[config.mk]
export PLATFORM = sky130hd
export DESIGN_NAME = run_sequencer
export DESIGN_NICKNAME = d
export VERILOG_FILES = /design/src/rtl/run_sequencer.sv
export SDC_FILE = /design/constraint.sdc
export NUM_CORES = 1
export LEC_CHECK = 0
export CAP_MARGIN = 0
export CORE_MARGIN = 2
export CORE_UTILIZATION = 49
export DETAILED_ROUTE_END_ITERATION = 10
export PLACE_DENSITY = 0.93
export RECOVER_POWER = 50
export SYNTH_ARGS = -nofsm -noshare
export SYNTH_HDL_FRONTEND = slang
export SYNTH_SLANG_ARGS = --single-unit
[constraint.sdc]
create_clock -name CLK -period 3.4 [get_ports CLK]
set_clock_uncertainty 0.15 [all_clocks]
set_input_delay 0.51 -clock CLK [delete_from_list [all_inputs] [get_ports CLK]]
set_output_delay 0.51 -clock CLK [all_outputs]
set_load 0.005 [all_outputs]
[src/rtl/run_sequencer.sv]
// run_sequencer: host-side controller for a CPU core's start/halt interface.
// Clears data memory, writes streamed preload bytes, launches the core, times the run,
// then drains a window of result bytes out on a valid/ready stream.
module run_sequencer #(
   parameter int MEM_DEPTH    = 256,
   parameter int START_CYCLES = 2,
   parameter int TIMEOUT      = 65535,
   parameter int RES_BASE     = 16,
   parameter int RES_COUNT    = 3
) (
   input  logic        CLK,
   input  logic        reset,
   input  logic        go,
   input  logic        ld_valid,
   output logic        ld_ready,
   input  logic [7:0]  ld_addr,
   input  logic [7:0]  ld_data,
   input  logic        ld_last,
   output logic        core_start,
   input  logic        core_halt,
   output logic        mem_sel,
   output logic        mem_we,
   output logic [7:0]  mem_addr,
   output logic [7:0]  mem_wdata,
   input  logic [7:0]  mem_rdata,
   output logic        res_valid,
   input  logic        res_ready,
   output logic [7:0]  res_data,
   output logic [7:0]  res_addr,
   output logic        res_last,
   output logic        busy,
   output logic        done,
   output logic        timeout,
   output logic [15:0] cycles
);

   typedef enum logic [2:0] {
      S_IDLE,
      S_CLEAR,
      S_LOAD,
      S_LAUNCH,
      S_RUN,
      S_DRAIN,
      S_DONE
   } state_t;

   localparam logic [15:0] CLR_LAST    = 16'(MEM_DEPTH - 1);
   localparam logic [15:0] START_LAST  = 16'(START_CYCLES - 1);
   localparam logic [15:0] TIMEOUT_CNT = 16'(TIMEOUT);
   localparam logic [15:0] BEAT_LAST   = 16'(RES_COUNT - 1);
   localparam logic [7:0]  BASE_ADDR   = 8'(RES_BASE);

   state_t      state_reg, state_next;
   // Shared phase counter: clear address in CLEAR, launch cycle in LAUNCH, beat index in DRAIN.
   logic [15:0] cnt_reg, cnt_next;
   logic [15:0] cycles_reg, cycles_next;
   logic [7:0]  ptr_reg, ptr_next;
   logic        timeout_reg, timeout_next;
   logic [15:0] run_inc;

   assign run_inc = cycles_reg + 16'd1;
   assign cycles  = cycles_reg;
   assign timeout = timeout_reg;

   // State and counter registers; reset returns to IDLE from anywhere.
   always_ff @(posedge CLK) begin
      if (reset) begin
         state_reg   <= S_IDLE;
         cnt_reg     <= '0;
         cycles_reg  <= '0;
         ptr_reg     <= '0;
         timeout_reg <= 1'b0;
      end else begin
         state_reg   <= state_next;
         cnt_reg     <= cnt_next;
         cycles_reg  <= cycles_next;
         ptr_reg     <= ptr_next;
         timeout_reg <= timeout_next;
      end
   end

   // Next-state logic and per-state drive of memory port, core control and streams.
   always_comb begin
      state_next   = state_reg;
      cnt_next     = cnt_reg;
      cycles_next  = cycles_reg;
      ptr_next     = ptr_reg;
      timeout_next = timeout_reg;
      ld_ready     = 1'b0;
      core_start   = 1'b1;
      mem_sel      = 1'b1;
      mem_we       = 1'b0;
      mem_addr     = 8'd0;
      mem_wdata    = 8'd0;
      res_valid    = 1'b0;
      res_data     = 8'd0;
      res_addr     = 8'd0;
      res_last     = 1'b0;
      busy         = 1'b0;
      done         = 1'b0;

      case (state_reg)
         S_IDLE, S_DONE: begin
            done = (state_reg == S_DONE);
            if (go) begin
               state_next   = S_CLEAR;
               cnt_next     = '0;
               cycles_next  = '0;
               timeout_next = 1'b0;
            end
         end
         S_CLEAR: begin
            busy     = 1'b1;
            mem_we   = 1'b1;
            mem_addr = cnt_reg[7:0];
            if (cnt_reg == CLR_LAST) begin
               state_next = S_LOAD;
               cnt_next   = '0;
            end else begin
               cnt_next = cnt_reg + 16'd1;
            end
         end
         S_LOAD: begin
            busy     = 1'b1;
            ld_ready = 1'b1;
            if (ld_valid) begin
               mem_we    = 1'b1;
               mem_addr  = ld_addr;
               mem_wdata = ld_data;
               if (ld_last) begin
                  state_next = S_LAUNCH;
                  cnt_next   = '0;
               end
            end
         end
         S_LAUNCH: begin
            // Core is still held in reset here, so its halt flag means nothing yet.
            busy    = 1'b1;
            mem_sel = 1'b0;
            if (cnt_reg == START_LAST) begin
               state_next  = S_RUN;
               cnt_next    = '0;
               cycles_next = '0;
            end else begin
               cnt_next = cnt_reg + 16'd1;
            end
         end
         S_RUN: begin
            busy       = 1'b1;
            mem_sel    = 1'b0;
            core_start = 1'b0;
            if (core_halt) begin
               state_next = S_DRAIN;
               ptr_next   = BASE_ADDR;
               cnt_next   = '0;
            end else begin
               cycles_next = run_inc;
               if (run_inc == TIMEOUT_CNT) begin
                  timeout_next = 1'b1;
                  state_next   = S_DRAIN;
                  ptr_next     = BASE_ADDR;
                  cnt_next     = '0;
               end
            end
         end
         S_DRAIN: begin
            busy      = 1'b1;
            res_valid = 1'b1;
            mem_addr  = ptr_reg;
            res_addr  = ptr_reg;
            res_data  = mem_rdata;
            res_last  = (cnt_reg == BEAT_LAST);
            if (res_ready) begin
               // 8-bit pointer wraps 255 -> 0 naturally.
               ptr_next = ptr_reg + 8'd1;
               if (cnt_reg == BEAT_LAST) begin
                  state_next = S_DONE;
               end else begin
                  cnt_next = cnt_reg + 16'd1;
               end
            end
         end
         default: begin
            state_next = S_IDLE;
         end
      endcase
   end

endmodule

==> reports/qor.txt <==
Required time of the worst setup path = 2.74 ns
Post-cts resize count = 0
Worst-path fanout max = 12
Clock tree buffer depth = 2
Worst-Margin Slew = 0.783 ns
Area grow syn2layout = 31.5%
Cell area reported after detailed placement = 4000 µm²
Die area = 7010 µm²
Placement Rows = 29
Timing-limited maximum frequency = 323 MHz
Ant. Diodes = 0
CTS tree = done
Number of buffers inserted during clock tree synthesis = 5
Share of the yosys chip area belonging to registers = 28.3%
Largest net degree at the start of global routing = 46
Number of enable flip-flop cells after synthesis = 0
Width of the die = 83.7 µm
Routed len/inst = 16.8 µm
Total grt overflow = 0
IO Count = 88
Total nets after synthesis = 452
Port buffer count = 87
Tightest Hold Check Type = flip-flop to flip-flop
Proportion of register bits with asynchronous set or reset after synthesis = 0%
Worst supply voltage drop on vdd = 176 µV
Buffers inserted during post-CTS setup optimization = 0
Initial antenna violation count = 0
Outcome = completed
Final weighted congestion of routability-driven global placement = 0.918
Average via count per standard cell = 6.40
Fraction of layout cells with a size suffix above 1 = 5.95%
Routed WL = 9460 µm
Total negative setup slack = 0 ns
Clk root buf = clkbuf_8
Dominant cells by area after synthesis = dfxtp_1 (28%), and3_1 (6.2%), a21oi_1 (5.8%)
Worst-path clk slew = 0.09 ns
Effective utilization at floorplan = 49.9%
Core Util, Final = 65.6%
Count of antenna-violating nets left after detailed routing = 0
Setup repair after global routing missed its margin = no
Final #Nets = 524
Setup-failing EPs final = 0
Data arrival time at the worst-slack endpoint = 2.43 ns
Count of maximum capacitance violations = 0
Sum of internal, switching and leakage power = 1.16 mW
Quantity of hold-fixing buffers added after cts = 0
Number of failing hold endpoints at the final stage = 0
Vias in the first global route = 3347
Most area-hungry cell type in the Yosys netlist = dfxtp_1
Dominant register cell in the synthesized netlist = dfxtp_1
Most frequent standard cell in the layout excluding fill and tap cells = clkdlybuf4s50_1
Number of H-tree levels = 2
Yosys reg bits = 44
Post-Syn Area = 3120 µm²
Drt first-iter violations = 300
Time the worst path needs with I/O delays and setup = 3.09 ns
Hold slack = 0.381 ns
Core region area = 6240 µm²
Final instance area = 4100 µm²
Die extent in y = 83.7 µm
Highest-count cells in the layout ignoring fill and taps = clkdlybuf4s50_1 (57), nor2_1 (47), dfxtp_1 (43)
Post-placement cell count = 557
Critical setup path kind = flip-flop to output pin
Leakage Power = 1.55 nW
Distinct cells, synth = 61
Startpoint class of the critical path = flip-flop
Final max-slew violation count = 0
Avg Cell Area, Syn = 7.51 µm²
Number of detailed-routing iterations run before antenna repair = 5
Power density normalized to cell area = 283 nW/µm²
Relative max-transition margin = 47.8%
Clock sinks = 44
Total half-perimeter wirelength after legalization and detailed placement = 6920 µm
Warnings, synthesis = 0
Area share of the largest cell type after synthesis = 28.3%
Count of unresolved DRC violations after routing = 0
Filler Cell Count = 526
Gate count after technology mapping = 415
First-pass GRT wire length = 15700 µm
Clk Latency, worst-skew pair = 0.30 ns
Endpoint kind of the worst setup timing path = output pin
Vias = 3608
Tot GR Track Use = 26.6%
Fin worst setup slack = 0.305 ns
Tcrit/Tclk final = 91.0%
Post-Place Worst Slack = 0.372 ns
Filler-free cell count of the finished design = 564
==> synthesized netlist by cell type, types with 4 or more instances <==
cell and count:
nand3b_1 4, o32ai_1 6, and3_1 31, inv_1 9
or2_2 4, a221o_1 8, and2_1 5, a311oi_1 8
nor2b_1 5, dfxtp_1 44, a31oi_1 6, a211oi_1 10
nand4_1 9, o21a_1 4, xnor2_1 4, clkbuf_1 20
nor2_1 48, o211ai_1 4, ha_1 6, nand3_1 14
a21oi_1 36, nand2_1 32, nand2b_1 6, o21ai_0 15
nor3_1 17
==> critical path, cell delays in order, from the launching register on <==
cell and delay (ns):
dfxtp_1 0.55, nor2b_2 0.34, nand2_1 0.29, nor2_1 0.30
a221o_1 0.15, clkdlybuf4s50_1 0.50
==> area by class of cell <==
cell class              count  area [µm²]  area share, %
multi-input cells         331        2070           50.5
repair buffers             93         908           22.2
flip-flops and latches     44         882           21.5
clock buffers               7        96.3           2.35
well taps                  77        96.3           2.35
inverters                  12        45.0           1.10
==> worst paths after layout <==
| check | start | endpoint | cells past startpoint | slack [ns] |
|---|---|---|---|---|
| max reg2reg | cycles[1]$_SDFFE_PP0P_ | cnt_reg[15]$_SDFFE_PP0P_ | 8 | 0.34 |
| max | state_reg[2]$_SDFFE_PP0P_ | mem_addr[3] | 5 | 0.31 |
| min | ptr_reg[7]$_SDFFE_PP0P_ | ptr_reg[7]$_SDFFE_PP0P_ | 2 | 0.38 |
| min reg2reg | ptr_reg[7]$_SDFFE_PP0P_ | ptr_reg[7]$_SDFFE_PP0P_ | 2 | 0.38 |
==> kinds of logic after synthesis <==
family          count (synthesis)  synth area share (%)
simple gates                  199                  34.9
compound gates                119                  26.9
flops                          44                  28.3
buf+inv                        40                  5.50
fa+ha+maj                       6                  2.41
xor+xnor                        5                  1.41
mux                             2                 0.683
==> power breakdown <==
group          total, mW  leakage, nW  switching (mW)  internal (mW)
Clock              0.364       0.0503           0.183          0.181
Sequential         0.547        0.355          0.0254          0.522
Combinational      0.248         1.14           0.138          0.110
Total               1.16         1.55           0.346          0.813
==> layer usage <==
layer  track usage, %  part of all wire, %
met2             45.7                   48
met4             10.9                  3.5
met1             32.4                   40
met5                0                    0
met3             5.24                  7.9
(Power assumes the default switching activity.)
